[src/rtl/led_sequencer_pkg.sv]
// Shared definitions for the LED status blocks: mode codes and the helper
// functions that derive step-counter sizing from the clock and step period.
package led_sequencer_pkg;

  typedef enum logic [1:0] {
    MODE_ROT_L  = 2'b00,
    MODE_ROT_R  = 2'b01,
    MODE_BOUNCE = 2'b10,
    MODE_BLINK  = 2'b11
  } led_mode_e;

  function automatic int tick_cycles(input int clk_hz, input int step_ms);
    return clk_hz / 1000 * step_ms;
  endfunction

  function automatic int cnt_width(input int ticks);
    return (ticks > 1) ? $clog2(ticks) : 1;
  endfunction

  // Terminal count for a speed setting; the period never drops below one cycle.
  function automatic int tick_term(input int ticks, input logic [1:0] speed);
    int period;
    period = ticks >> speed;
    if (period < 1) period = 1;
    return period - 1;
  endfunction

endpackage

[src/rtl/led_sequencer_tick_gen.sv]
// Step timer: free-runs to a speed-scaled terminal count while enabled,
// otherwise holds at zero and passes single-step pulses through.
module led_tick_gen
  import led_sequencer_pkg::*;
#(
  parameter int TICK_CYCLES = 4,
  parameter int CNT_W       = 2
) (
  input  logic       clk_i,
  input  logic       rst_i,
  input  logic       en_i,
  input  logic [1:0] speed_i,
  input  logic       step_i,
  output logic       adv_o
);

  logic [CNT_W-1:0] cnt_q, cnt_d, term;

  always_comb term = CNT_W'(tick_term(TICK_CYCLES, speed_i));

  // NOTE: every signal driven here gets a default first so no latch is inferred.
  always_comb begin
    cnt_d = cnt_q;
    adv_o = 1'b0;
    if (en_i) begin
      // >= rather than == so a speed raise mid-period fires at once instead of wrapping.
      if (cnt_q >= term) begin
        cnt_d = '0;
        adv_o = 1'b1;
      end else begin
        cnt_d = cnt_q + CNT_W'(1);
      end
    end else begin
      cnt_d = '0;
      adv_o = step_i;
    end
  end

  // NOTE: state registers use non-blocking assignments so all flops update together.
  always_ff @(posedge clk_i) begin
    if (rst_i) cnt_q <= '0;
    else       cnt_q <= cnt_d;
  end

endmodule

[src/rtl/led_sequencer.sv]
// Board status LED pattern engine: rotate/bounce/blink patterns advanced by a
// speed-scaled step timer, with pause and single-step; registered pad drive.
module led_sequencer
  import led_sequencer_pkg::*;
#(
  parameter int LED_NUM    = 3,
  parameter int CLK_HZ     = 27_000_000,
  parameter int STEP_MS    = 500,
  parameter bit ACTIVE_LOW = 1'b1
) (
  input  logic               sys_clk,
  input  logic               sys_rst,
  input  logic               en,
  input  logic [1:0]         mode,
  input  logic [1:0]         speed,
  input  logic               step,
  output logic [LED_NUM-1:0] led,
  output logic               tick
);

  localparam int TICK_CYCLES = tick_cycles(CLK_HZ, STEP_MS);
  localparam int CNT_W       = cnt_width(TICK_CYCLES);

  localparam logic [LED_NUM-1:0] PAT_ONE  = LED_NUM'(1);
  localparam logic [LED_NUM-1:0] PAT_ALL  = '1;
  localparam logic [LED_NUM-1:0] PAT_NONE = '0;

  logic               adv;
  logic [LED_NUM-1:0] pat_q, pat_d;
  logic [LED_NUM-1:0] led_q;
  logic               dir_q, dir_d;
  logic               tick_q;
  logic               eff_dir;
  led_mode_e          mode_sel;

  led_tick_gen #(
    .TICK_CYCLES (TICK_CYCLES),
    .CNT_W       (CNT_W)
  ) u_tick_gen (
    .clk_i   (sys_clk),
    .rst_i   (sys_rst),
    .en_i    (en),
    .speed_i (speed),
    .step_i  (step),
    .adv_o   (adv)
  );

  assign mode_sel = led_mode_e'(mode);

  // Rotate/blink ticks clear dir, so entering BOUNCE mid-row heads left and
  // entering at the MSB is forced right by the end-of-row check below.
  always_comb begin
    pat_d   = pat_q;
    dir_d   = dir_q;
    eff_dir = dir_q;
    if (adv) begin
      if (mode_sel != MODE_BLINK && !$onehot(pat_q)) begin
        pat_d = PAT_ONE;
        dir_d = 1'b0;
      end else begin
        case (mode_sel)
          MODE_ROT_L: begin
            pat_d = (pat_q << 1) | (pat_q >> (LED_NUM - 1));
            dir_d = 1'b0;
          end
          MODE_ROT_R: begin
            pat_d = (pat_q >> 1) | (pat_q << (LED_NUM - 1));
            dir_d = 1'b0;
          end
          MODE_BOUNCE: begin
            if (LED_NUM > 1) begin
              eff_dir = pat_q[LED_NUM-1] | (~pat_q[0] & dir_q);
              pat_d   = eff_dir ? (pat_q >> 1) : (pat_q << 1);
              dir_d   = pat_d[LED_NUM-1] | (~pat_d[0] & eff_dir);
            end else begin
              dir_d = 1'b0;
            end
          end
          default: begin
            pat_d = (pat_q == PAT_NONE) ? PAT_ALL : PAT_NONE;
            dir_d = 1'b0;
          end
        endcase
      end
    end
  end

  always_ff @(posedge sys_clk) begin
    if (sys_rst) begin
      pat_q  <= PAT_ONE;
      dir_q  <= 1'b0;
      tick_q <= 1'b0;
      led_q  <= ACTIVE_LOW ? ~PAT_ONE : PAT_ONE;
    end else begin
      pat_q  <= pat_d;
      dir_q  <= dir_d;
      tick_q <= adv;
      led_q  <= ACTIVE_LOW ? ~pat_d : pat_d;
    end
  end

  assign led  = led_q;
  assign tick = tick_q;

endmodule

[config.mk]
export PLATFORM = sky130hd
export DESIGN_NAME = led_sequencer
export DESIGN_NICKNAME = d
export VERILOG_FILES = /design/src/rtl/led_sequencer_pkg.sv /design/src/rtl/led_sequencer_tick_gen.sv /design/src/rtl/led_sequencer.sv
export SDC_FILE = /design/constraint.sdc
export NUM_CORES = 1
export LEC_CHECK = 0
export ABC_AREA = 1
export BUFFER_PORTS_ARGS = -buffer_cell sky130_fd_sc_hd__clkbuf_2
export CAP_MARGIN = 20
export CELL_PAD_IN_SITES_DETAIL_PLACEMENT = 1
export CELL_PAD_IN_SITES_GLOBAL_PLACEMENT = 2
export CORE_AREA = 2 2 91 93
export CTS_BUF_LIST = sky130_fd_sc_hd__clkbuf_4
export CTS_CLUSTER_DIAMETER = 150
export DETAILED_ROUTE_END_ITERATION = 8
export DIE_AREA = 0 0 93 95
export PLACE_DENSITY = 0.84
export SYNTH_ARGS = -nofsm -noshare
export SYNTH_HDL_FRONTEND = slang
export SYNTH_HIERARCHICAL = 1
export SYNTH_SLANG_ARGS = --single-unit
[constraint.sdc]
create_clock -name sys_clk -period 2.5 [get_ports sys_clk]
set_clock_uncertainty 0.15 [all_clocks]
set_input_delay 0.5 -clock sys_clk [delete_from_list [all_inputs] [get_ports sys_clk]]
set_output_delay 0.5 -clock sys_clk [all_outputs]
set_load 0.05 [all_outputs]
; After elaboration in Yosys (flattened, before gate mapping)
; Index checks and enable logic that the tools add are counted.
[classes]
n_reduce_logical = 5
add_sub_neg = 4
mul = 0
div_mod_pow = 0
n_mux = 10
n_eq_ne = 4
n_shift = 1
bitwise_logic = 10
magnitude_cmp = 2
[op_table]
columns = operator, count
row1 = $lt A32 B2 Y1 const B, 1
row2 = $shr A24 B2 Y32 const A, 1
row3 = $add A24 B1 Y24 const B, 1
row4 = $ge A24 B24 Y1, 1
row5 = $mux W24, 1
row6 = $sub A24 B2 Y24 const B, 1
row7 = $mux W3, 4
row8 = $pmux W3 S3, 1
row9 = $eq A2 B1 Y1 const B, 2
row10 = $mux W1, 4
row11 = $logic_not A3 Y1, 1
row12 = $not A1 Y1, 3
row13 = $not A3 Y3, 1
row14 = $or A2 B3 Y3, 1
row15 = $or A3 B1 Y3, 1
row16 = $reduce_or A3 Y1, 1
row17 = $add A1 B1 Y2, 1
row18 = $add A2 B1 Y2, 1
row19 = $and A1 B1 Y1, 2
row20 = $eq A2 B2 Y1 const B, 1
row21 = $logic_not A2 Y1, 1
row22 = $ne A2 B2 Y1 const B, 1
row23 = $or A1 B1 Y1, 2
row24 = $logic_and A1 B1 Y1, 1
row25 = $logic_not A1 Y1, 1
[totals]
ff_bits = 32
rom_bits = 0
mem_count = 0
output_inout_bits = 4
elab_cells = 41
mem_bits_rw = 0
latch_bits = 0

; Depth between registers and ports, before layout
; Gate-level depths: netlist of run 1.
[logic_depth]
depth_word = 9
mapped_depth = 20
depth_no_buf = 20

; Modules after synthesis
; The synthesis of run 1 kept the hierarchy.
[by_module_without_submodules]
columns = mod, cells_per_inst, seq_area_each_um2, area_per_inst_um2, n_inst
row1 = led_tick_gen, 293, 480.5, 2082.0, 1
row2 = led_sequencer, 67, 160.2, 469.2, 1

; Least setup slack after synthesis of run 1
; OpenSTA, ideal clock, no wires.
[synth_path]
path_kind = input to register
start = in speed[1]
end = reg led_q[1], in the netlist led[1]
setup_ps = 113
path_stages = 20
t_arrival_ps = 2396
setup_slack_ps = -158
cell_sequence = inv_1 ha_1 inv_1 xor2_1 ha_1 nand2_1 nor2_1 nand2_1 nand2_1 nor2_1 nand2_1 nand2_1 nand2_1 nand2_1 nand2_1 inv_1 nor2_2 nand2_1 nand2_1 nand2_1
[synth_via]
elab_chain_len = 9
[synth_rtl]
columns = element, line_no
row1 = "start, declared", led_sequencer.sv:15  ; input logic [1:0] speed,
row2 = $shr A24 B2 Y32 (*), led_sequencer_pkg.sv:23  ; period = ticks >> speed;
row3 = $lt A32 B2 Y1, led_sequencer_pkg.sv:24  ; if (period < 1) period = 1;
row4 = $mux W24 (*), led_sequencer_pkg.sv:24
row5 = $sub A24 B2 Y24 (*), led_sequencer_pkg.sv:25  ; return period - 1;
row6 = $ge A24 B24 Y1 (*), led_sequencer_tick_gen.sv:27  ; if (cnt_q >= term) begin
row7 = $mux W1 (*), led_sequencer_tick_gen.sv:27
row8 = $mux W1 (*), led_sequencer_tick_gen.sv:25  ; if (en_i) begin
row9 = net adv, led_sequencer.sv:28  ; logic adv;
row10 = $mux W3 (*), led_sequencer.sv:56  ; if (adv) begin
row11 = $not A3 Y3 (*), led_sequencer.sv:98  ; led_q <= ACTIVE_LOW ? ~pat_d : pat_d;
row12 = "end signal, assigned", led_sequencer.sv:93  ; led_q <= ACTIVE_LOW ? ~PAT_ONE : PAT_ONE;
row13 = "end signal, assigned", led_sequencer.sv:98
row14 = "end, declared", led_sequencer.sv:30  ; logic [LED_NUM-1:0] led_q;
; The timed path passes the listed nets; every way through them passes the cells marked *.
; A chain may end at the register's enable or synchronous reset.

; Final worst setup path of run 1
; Ends and elaborated chain as after synthesis.

==> flow_summary.yaml, run 1 <==
status:
  run_status: "finished, final reports clean"
clocking:
  clock_sinks: 32
  clk_path_buf_depth: 2
  worstSkewPairLatency_ps: 330
  cts_hold_buf: 0
  number_of_h_tree_levels: 2
  cts_made_buffers: 5
  cts_post_setup_buffers_inserted: 0
  path_clk_slew_ps: 110
  cts.root.buffer_cell: "sky130_fd_sc_hd__clkbuf_4"
  tritoncts_clock_tree: "done"
flow_run:
  max_cap_viol_count: 0
logic_synthesis:
  synth_area_leaders: "sky130_fd_sc_hd__dfxtp_1, sky130_fd_sc_hd__ha_1, sky130_fd_sc_hd__nand2_1"
  syn_area_per_cell_sq_um: 7.087
  synth_seq_area_share_pct: 25.11
  synth_area_leader_cell: "sky130_fd_sc_hd__dfxtp_1"
  ys_warn_count: 6
  synth_cells: 360
  yosys.cell_types.count: 28
  ys_ff_latch: 32
  synth_top_area_share_pct: 25.11
  synth_area_sq_um: 2551
finish:
  stdcell_count: 503
  layout.area.seq_sq_um: 640.6
  final_design_area_no_fill_sq_um: 3022
  filler_cell_count: 1056
  share_of_layout_cells_above_drive_strength_1_pct: 25.88
  fin_util_pct: 38.12
  fin_nets: 440
  antenna_cells_inserted: 0
  area_delta_synth_final_pct: 18.44
  multi_input_comb_area_sq_um: 1749
floorplanning:
  die_height_microns: 95
  dieArea_sq_um: 8835
  placementRows: 33
  fp.dieW_microns: 93
  initial_core_utilization_pct: 32.18
  core-area_sq_um: 7928
  pin_count: 12
route:
  first_pass_iters: 4
  vias: 2300
  route.detailed.drc: 0
  avgViaCountPerCell: 4.573
  drt-total-wl_mm: 6.371
  route.antenna.remaining_nets: 0
  detail_route.wl_per_cell_microns: 12.67
  drtIter0Drc: 48
critical_path:
  worstPathRequired_ps: 2600
  end_kind: "flip-flop"
  reg2reg_depth: 14
  worst_ep_arrival_time_ps: 2470
  critical_path.startpoint_type: "input port"
  critPathMaxFanout: 6
  path_class: "in2reg"
grt:
  grt_max_degree: 17
  grt_antenna_before_repair: 0
  grt-ovfl-total: 0
  wire_length_of_the_first_global_routing_pass_mm: 11.07
  grt_pass1_vias: 2402
  gr-usage-all-layers_pct: 15.92
sta:
  fmax_mhz: 421.0
  final_min_period_over_clock_period_pct: 95.00
  final.min_clock_period_ps: 2375
  timing_max_transition_violations_final: 0
  grt_setup_unrepaired: "yes"
  timing.final.setup_violations: 0
  hold_fails_final_rpt: 0
placement:
  numPortBuffers: 11
  place_congestion: 0.8230
  post_dp_cell_area_sq_um: 2895
  placedCellCount: 495
  hpwl_reported_at_the_end_of_detailed_placement_mm: 5.373
power:
  irDropWorstVdd_mv: 0.1954
  leakagePower_nw: 1.341
  powerDensity_nw_per_um2: 368.3
hold_path:
  class_of_the_most_critical_hold_timing_path: "in2reg"
  worstHoldPathCells: 2
## stage by stage
| step | setup slack, ps | hold WS, ps | total power, W | setup TNS, ps |
|---|---|---|---|---|
| 5_1_grt | -38.05 | 262.2 | 0.001183 | -82.71 |
| 6_report | 124.9 | 255.7 | 0.001113 | 0 |
| 4_1_cts | 22.08 | 238.8 | 0.001123 | 0 |
| 3_5_place_dp | -380.8 | 307.2 | 0.0007143 | -8458 |
| 3_3_place_gp | -284.7 | 310.2 | 0.0007082 | -5900 |
| 2_1_floorplan | -63.56 | 287.6 | 0.0006547 | -192.8 |
## per-layer routing
| metal | routed length, microns | up-vias | GRT usage, % |
|---|---|---|---|
| met4 | 65 | 0 | 4.044 |
| met3 | 104 | 6 | 2.155 |
| met5 | 0 | - | 0 |
| met1 | 2932 | 1093 | 19.47 |
| li1 | - | 1186 | - |
| met2 | 3268 | 15 | 29.41 |
## worst paths after layout
kind | from | end | slack, ps
setup / recovery | speed[1] | led[1]$_SDFF_PP1_ | 120
hold / removal | sys_rst | pat_q[1]$_SDFF_PP0_ | 260
setup reg to reg | u_tick_gen/cnt_q[15]$_SDFF_PP0_ | led[1]$_SDFF_PP1_ | 450
hold reg to reg | dir_q$_SDFFE_PP0P_ | dir_q$_SDFFE_PP0P_ | 330
## synth_stat cells
cell type / number
sky130_fd_sc_hd__nand2_1: 93
sky130_fd_sc_hd__buf_4: 1
sky130_fd_sc_hd__dfxtp_1: 32
sky130_fd_sc_hd__inv_2: 5
sky130_fd_sc_hd__nand3_4: 1
sky130_fd_sc_hd__buf_6: 2
sky130_fd_sc_hd__nand3_1: 16
sky130_fd_sc_hd__nor2_2: 27
sky130_fd_sc_hd__nor2_1: 37
sky130_fd_sc_hd__nor3_2: 2
sky130_fd_sc_hd__fa_1: 1
sky130_fd_sc_hd__inv_1: 47
sky130_fd_sc_hd__xor2_1: 12
sky130_fd_sc_hd__o21bai_1: 2
sky130_fd_sc_hd__nor3_4: 2
sky130_fd_sc_hd__nor3_1: 8
sky130_fd_sc_hd__nand2_2: 5
sky130_fd_sc_hd__a21boi_1: 1
sky130_fd_sc_hd__conb_1: 2
sky130_fd_sc_hd__xnor2_1: 5
sky130_fd_sc_hd__a21oi_4: 1
sky130_fd_sc_hd__o21a_2: 1
sky130_fd_sc_hd__nand4_1: 3
sky130_fd_sc_hd__nand3_2: 3
sky130_fd_sc_hd__ha_1: 34
sky130_fd_sc_hd__a21oi_1: 12
sky130_fd_sc_hd__nor2_4: 3
sky130_fd_sc_hd__a21o_1: 2
## registers in the layout, indices dropped and copies added (netlist names), named ones only
register          cells
u_tick_gen/cnt_q     24
led                   3
dir_q                 1
pat_q                 1
tick                  1
## where the power goes
part | total [W] | switching (W) | internal, W
Sequential | 0.000528 | 0.00000932 | 0.000519
Clock | 0.000401 | 0.000193 | 0.000208
Combinational | 0.000184 | 0.000111 | 0.0000732
## what timing repair did
| action | in CTS | in global routing |
|---|---|---|
| gates resized for setup | 1 | 17 |
| endpoints found under the setup margin | 1 | 21 |
| pin swaps | 0 | 11 |
## cells in the final DEF (no fill, tap or decap), types with 10 or more instances in the layout
master / n
sky130_fd_sc_hd__xor2_1: 12
sky130_fd_sc_hd__ha_1: 32
sky130_fd_sc_hd__inv_1: 43
sky130_fd_sc_hd__buf_4: 16
sky130_fd_sc_hd__nand2_2: 10
sky130_fd_sc_hd__dfxtp_1: 32
sky130_fd_sc_hd__nor2_1: 35
sky130_fd_sc_hd__a21oi_1: 10
sky130_fd_sc_hd__nand2_1: 88
sky130_fd_sc_hd__nor2_2: 28
sky130_fd_sc_hd__nand3_1: 16
## cells by family after synthesis
logic type                 count (synthesis)  synth area share, %
other                                      2               0.2944
xor gates and xnor gates                  17                5.836
buffers and inverters                     55                8.828
adders and majority gates                 35                17.46
DFF                                       32                25.11
and+or+nand+nor                          200                37.67
AOI/OAI and AO/OA                         19                4.806
## critical path, cell delays in order
cell and delay (ps):
sky130_fd_sc_hd__buf_8 90, sky130_fd_sc_hd__clkinvlp_4 100, sky130_fd_sc_hd__ha_4 290, sky130_fd_sc_hd__inv_4 40, sky130_fd_sc_hd__xor2_1 150, sky130_fd_sc_hd__ha_1 290
sky130_fd_sc_hd__nand2_1 60, sky130_fd_sc_hd__nor2_2 90, sky130_fd_sc_hd__nand2_1 60, sky130_fd_sc_hd__nand2_1 50, sky130_fd_sc_hd__nor2_1 40, sky130_fd_sc_hd__nand2_1 100
sky130_fd_sc_hd__nand2_2 70, sky130_fd_sc_hd__nand2_2 70, sky130_fd_sc_hd__nand2_2 50, sky130_fd_sc_hd__nand2_2 80, sky130_fd_sc_hd__inv_4 60, sky130_fd_sc_hd__nor2_4 120
sky130_fd_sc_hd__nand2_2 70, sky130_fd_sc_hd__nand2_1 60, sky130_fd_sc_hd__nand2_1 40
## cell type report
| type | instances | share of cell area, % |
|---|---|---|
| clock inverters | 3 | 1.408 |
| multi-input cells | 277 | 57.89 |
| inverters | 52 | 6.749 |
| clock buffers | 5 | 1.242 |
| repair buffers | 29 | 7.164 |
| well taps | 105 | 4.348 |
| flip-flops and latches | 32 | 21.20 |
(Power assumes the default switching activity.)
==> inputs of run 2 (changes only) <==
- CORE_AREA: 2 2 91 93 -> 2 2 87 89
- DIE_AREA: 0 0 93 95 -> 0 0 89 91
- PLACE_DENSITY: 0.84 -> 0.87
- clock period: 2.5 -> 2.65 ns (I/O delays scaled with it)
==> flow_summary.yaml, run 2 (same netlist as run 1, synthesis figures left out) <==
power:
  irDropWorstVdd_mv: 0.2422
  leakagePower_nw: 1.330
  total_internal_power_w: 0.0007505
  p_seq_share_pct: 47.2
  sw_frac_of_total_pct: 28.95
  powerDensity_nw_per_um2: 358.5
  power_switching_w: 0.0003059
  share_clk_of_total_power_pct: 36.8
  comb_power_share_pct: 16.0
critical_path:
  end_kind: "flip-flop"
  critical_path.startpoint_type: "input port"
  critPathMaxFanout: 6
  worst_ep_arrival_time_ps: 2550
  worstPathRequired_ps: 2730
  path_class: "in2reg"
grt:
  grt-ovfl-total: 0
  gr-usage-all-layers_pct: 18.28
  grt_max_degree: 15
  wire_length_of_the_first_global_routing_pass_mm: 11.43
  grt_pass1_vias: 2427
  grt_antenna_before_repair: 0
clocking:
  worstSkewPairLatency_ps: 350
  number_of_h_tree_levels: 2
  cts_hold_buf: 0
  path_clk_slew_ps: 100
  tritoncts_clock_tree: "done"
  clk_path_buf_depth: 2
  cts_made_buffers: 5
  cts.root.buffer_cell: "sky130_fd_sc_hd__clkbuf_4"
  clock_sinks: 32
finish:
  max_flop_register: "u_tick_gen/cnt_q"
  antenna_cells_inserted: 0
  area_delta_synth_final_pct: 15.50
  filler_cell_count: 950
  final_common_cell: "sky130_fd_sc_hd__nand2_1"
  fin_util_pct: 41.29
  multi_input_comb_area_sq_um: 1727
  layout.area.seq_sq_um: 640.6
  mostFrequentLayoutCells: "sky130_fd_sc_hd__nand2_1, sky130_fd_sc_hd__inv_1, sky130_fd_sc_hd__nor2_1"
  largest_register_ff_count: 24
  share_of_layout_cells_above_drive_strength_1_pct: 23.29
  final_design_area_no_fill_sq_um: 2947
  fin_nets: 437
placement:
  hpwl_reported_at_the_end_of_detailed_placement_mm: 5.477
  dp_worst_setup_slack_ps: -213.0
  numPortBuffers: 11
  place_congestion: 0.7993
  post_dp_cell_area_sq_um: 2835
floorplanning:
  pin_count: 12
  placementRows: 31
  fp.dieW_microns: 89
  initial_core_utilization_pct: 35.75
  core-area_sq_um: 7137
  die_height_microns: 91
  dieArea_sq_um: 8099
sta:
  final.min_clock_period_ps: 2465
  setup_tns_ps: 0
  hold_fails_final_rpt: 0
  fin_worst_hold_slack_ps: 271.5
  timing_max_transition_violations_final: 0
  layout_setup_ws_ps: 185.3
  timing.final.setup_violations: 0
  fmax_mhz: 405.7
  final_min_period_over_clock_period_pct: 93.01
  grt_setup_unrepaired: "no"
route:
  drtIter0Drc: 90
  vias: 2266
  route.antenna.remaining_nets: 0
  avgViaCountPerCell: 4.587
  detail_route.wl_per_cell_microns: 13.02
  drt-total-wl_mm: 6.431
  route.detailed.drc: 0
  first_pass_iters: 4
status:
  run_status: "finished, final reports clean"
flow_run:
  max_cap_viol_count: 0
hold_path:
  class_of_the_most_critical_hold_timing_path: "in2reg"
==> run 2: changes by cell type in the layout (fill, tap and decap cells not counted), sizes merged <==
cell / delta
buf: -5
clkbuf: +2
clkinvlp: -1
inv: +1
==> run 2: through the flow <==
stage	std cells	power [W]
2_1_floorplan	364	0.0006145
3_3_place_gp	485	0.0006667
3_5_place_dp	485	0.0006735
4_1_cts	493	0.001071
5_1_grt	494	0.001127
6_report	494	0.001056
==> run 2: final cells by class <==
cell class	instances	area share, %
Clock inverter	3	1.444
Multi-Input combinational cell	277	58.60
Tap cell	99	4.204
Sequential cell	32	21.74
Clock buffer	5	1.274
Timing Repair Buffer	26	6.115
Inverter	52	6.624
==> run 2: critical path: stages <==
cell and delay [ps]:
sky130_fd_sc_hd__clkbuf_2 110, sky130_fd_sc_hd__inv_1 80, sky130_fd_sc_hd__ha_1 330, sky130_fd_sc_hd__buf_4 150, sky130_fd_sc_hd__ha_1 280, sky130_fd_sc_hd__nand2_1 60, sky130_fd_sc_hd__inv_1 50, sky130_fd_sc_hd__nand2_1 70
sky130_fd_sc_hd__nand2_1 50, sky130_fd_sc_hd__nand2_1 60, sky130_fd_sc_hd__nand2_1 90, sky130_fd_sc_hd__a21oi_4 150, sky130_fd_sc_hd__nand2_1 70, sky130_fd_sc_hd__nand2_1 70, sky130_fd_sc_hd__nand2_2 60, sky130_fd_sc_hd__inv_2 110
sky130_fd_sc_hd__a21oi_1 90, sky130_fd_sc_hd__a21boi_1 130
==> run 2: layer usage <==
metal | wire [microns] | up-vias | track usage (%)
met3 | 168 | 9 | 3.636
met4 | 112 | 0 | 5.473
met2 | 3291 | 25 | 31.78
met1 | 2859 | 1053 | 22.35
li1 | - | 1179 | -
met5 | 0 | - | 0
==> run 2: power by group through the flow <==
stage,Sequential (W),Clock (W),Combinational [W]
5_1_grt,0.000500,0.000433,0.000193
6_report,0.000499,0.000389,0.000169
3_5_place_dp,0.000510,0,0.000164
4_1_cts,0.000499,0.000407,0.000165
2_1_floorplan,0.000520,0,0.0000941
3_3_place_gp,0.000509,0,0.000157
==> run 2: repair_timing <==
action / 4_1_cts / 5_1_grt
resized for setup: 0 / 7
buffers inserted: 0 / 1
setup endpoints to repair: 0 / 5
==> run 2: worst paths after layout <==
kind	endpoint	depth (start not counted)	slack, ps	startpoint
setup / recovery	flip-flop	18	190	speed[0]
hold reg to reg	dir_q$_SDFFE_PP0P_	2	320	dir_q$_SDFFE_PP0P_
setup reg to reg	flip-flop	14	600	u_tick_gen/cnt_q[17]$_SDFF_PP0_
hold / removal	pat_q[1]$_SDFF_PP0_	2	270	sys_rst
==> inputs of run 3 (changes only) <==
- CORE_AREA: 2 2 87 89 -> 2 2 88 90
- CTS_BUF_LIST: sky130_fd_sc_hd__clkbuf_4 -> default
- DIE_AREA: 0 0 89 91 -> 0 0 90 92
- PLACE_DENSITY: 0.87 -> 0.85
==> flow_summary.yaml, run 3 (same netlist as run 1, synthesis figures left out) <==
clocking:
  path_clk_slew_ps: 70
  tritoncts_clock_tree: "done"
  cts_post_setup_buffers_inserted: 0
  cts_hold_buf: 0
  clk_path_buf_depth: 2
  cts_repair_resize_count: 0
  cts_made_buffers: 5
  number_of_h_tree_levels: 2
  worstSkewPairLatency_ps: 300
  clock_sinks: 32
  cts.root.buffer_cell: "sky130_fd_sc_hd__clkbuf_8"
critical_path:
  critical_path.startpoint_type: "input port"
  reg2reg_depth: 14
  crit_chain: "clkbuf_2, inv_2, ha_4, inv_1, xor2_1, ha_1, nand2_1, nor2_2, nand2_1, nand2_1, nor2_1, nand2_1, nand2_2, nand2_1, nand2_1, nand2_2, inv_4, nor2_2, nand2_2, nand2_1, nand2_1"
  timing.critical_path.max_delay_family: "simple AND/OR/NAND/NOR gates"
  end_kind: "flip-flop"
  number_of_stages_on_the_worst_setup_path: 21
  worst_ep_arrival_time_ps: 2510
  reg2reg_from: "u_tick_gen/cnt_q[15]$_SDFF_PP0_"
  setup.worst_path.start: "speed[1]"
  crit_path_max_incr_delay_ps: 270
  worstPathRequired_ps: 2690
  cp_bufs_invs: 4
  critPathMaxFanout: 6
  crit_path_top_delay_cell: "sky130_fd_sc_hd__ha_1"
  path_class: "in2reg"
  critical-path-top-cell-by-count: "sky130_fd_sc_hd__nand2_1"
floorplanning:
  fp.dieW_microns: 90
  die_height_microns: 92
  pin_count: 12
  dieArea_sq_um: 8280
  placementRows: 32
  initial_core_utilization_pct: 34.26
  core-area_sq_um: 7447
grt:
  wire_length_of_the_first_global_routing_pass_mm: 11.51
  gr-usage-all-layers_pct: 17.62
  grt_pass1_vias: 2452
  grt-ovfl-total: 0
  grt_max_degree: 14
  grt_antenna_before_repair: 0
placement:
  hpwl_reported_at_the_end_of_detailed_placement_mm: 5.457
  post_dp_cell_area_sq_um: 2844
  placedCellCount: 487
  place_congestion: 0.7947
  numPortBuffers: 11
finish:
  share_of_layout_cells_above_drive_strength_1_pct: 23.66
  mostFrequentLayoutCells: "sky130_fd_sc_hd__nand2_1, sky130_fd_sc_hd__inv_1, sky130_fd_sc_hd__nor2_1"
  final_design_area_no_fill_sq_um: 2968
  area_delta_synth_final_pct: 16.33
  final_common_cell: "sky130_fd_sc_hd__nand2_1"
  max_flop_register: "u_tick_gen/cnt_q"
  largest_register_ff_count: 24
  fin_util_pct: 39.85
  filler_cell_count: 998
  fin_nets: 435
  antenna_cells_inserted: 0
  stdcell_count: 495
power:
  post-layout-total-power_w: 0.001066
  leakagePower_nw: 1.321
  powerDensity_nw_per_um2: 359.3
  irDropWorstVdd_mv: 0.2305
sta:
  timing_max_transition_violations_final: 0
  fmax_mhz: 405.2
  final_min_period_over_clock_period_pct: 93.13
  timing.final.setup_violations: 0
  hold_fails_final_rpt: 0
  setup_tns_ps: 0
  final.min_clock_period_ps: 2468
route:
  route.detailed.drc: 0
  avgViaCountPerCell: 4.517
  first_pass_iters: 4
  route.antenna.remaining_nets: 0
  vias: 2236
  drtIter0Drc: 88
  detail_route.wl_per_cell_microns: 13.26
  drt-total-wl_mm: 6.565
status:
  run_status: "finished, final reports clean"
flow_run:
  max_cap_viol_count: 0
hold_path:
  worstHoldPathCells: 2
  hold_path.startpoint: "sys_rst"
  class_of_the_most_critical_hold_timing_path: "in2reg"
run 3: cell type report:
| class | count | area, sq um | share of cell area (%) |
|---|---|---|---|
| clock inverter | 3 | 23.77 | 0.8010 |
| sequential | 32 | 640.6 | 21.59 |
| timing repair buffer | 24 | 177.7 | 5.986 |
| clock buffer | 5 | 68.82 | 2.319 |
| tap | 102 | 127.6 | 4.300 |
| inverter | 52 | 197.7 | 6.661 |
| multi-input combinational | 277 | 1732 | 58.35 |
run 3: worst register-to-register path, cell delays in order (launching register included):
cell and delay [ps]:
sky130_fd_sc_hd__dfxtp_1 330, sky130_fd_sc_hd__ha_1 300, sky130_fd_sc_hd__nand2_1 70, sky130_fd_sc_hd__nor2_1 150, sky130_fd_sc_hd__nand4_1 150, sky130_fd_sc_hd__nor2_1 150
sky130_fd_sc_hd__nand2_2 110, sky130_fd_sc_hd__nand2_1 80, sky130_fd_sc_hd__nand2_1 60, sky130_fd_sc_hd__nand2_2 80, sky130_fd_sc_hd__inv_4 50, sky130_fd_sc_hd__nor2_2 130
sky130_fd_sc_hd__nand2_2 80, sky130_fd_sc_hd__nand2_1 50, sky130_fd_sc_hd__nand2_1 40
run 3: power breakdown:
part / switching (W) / internal [W] / total [W]
logic: 0.000103 / 0.0000654 / 0.000168
registers: 0.00000897 / 0.000489 / 0.000498
clock network: 0.000214 / 0.000186 / 0.000400
total: 0.000326 / 0.000740 / 0.00107
run 3: metrics by stage:
stage                     setup slack (ps)  hold WS (ps)
after global routing                -1.473         327.3
final                                182.0         324.1
after floorplan                      27.17         287.6
after CTS                            77.16         322.4
after detailed placement            -230.9         323.3
after global placement              -148.4         313.9
run 3: routing by layer:
| layer | track usage (%) | share of wire, % |
|---|---|---|
| met5 | 0 | 0 |
| met2 | 32.83 | 51 |
| met1 | 19.98 | 45 |
| met3 | 3.040 | 2.2 |
| met4 | 6.795 | 1.7 |
run 3: path summary, 6_finish.rpt:
kind	endpoint	slack, ps
setup / recovery	led[1]$_SDFF_PP1_	180
hold / removal	pat_q[1]$_SDFF_PP0_	320
setup reg to reg	led[1]$_SDFF_PP1_	560
hold reg to reg	dir_q$_SDFFE_PP0P_	340
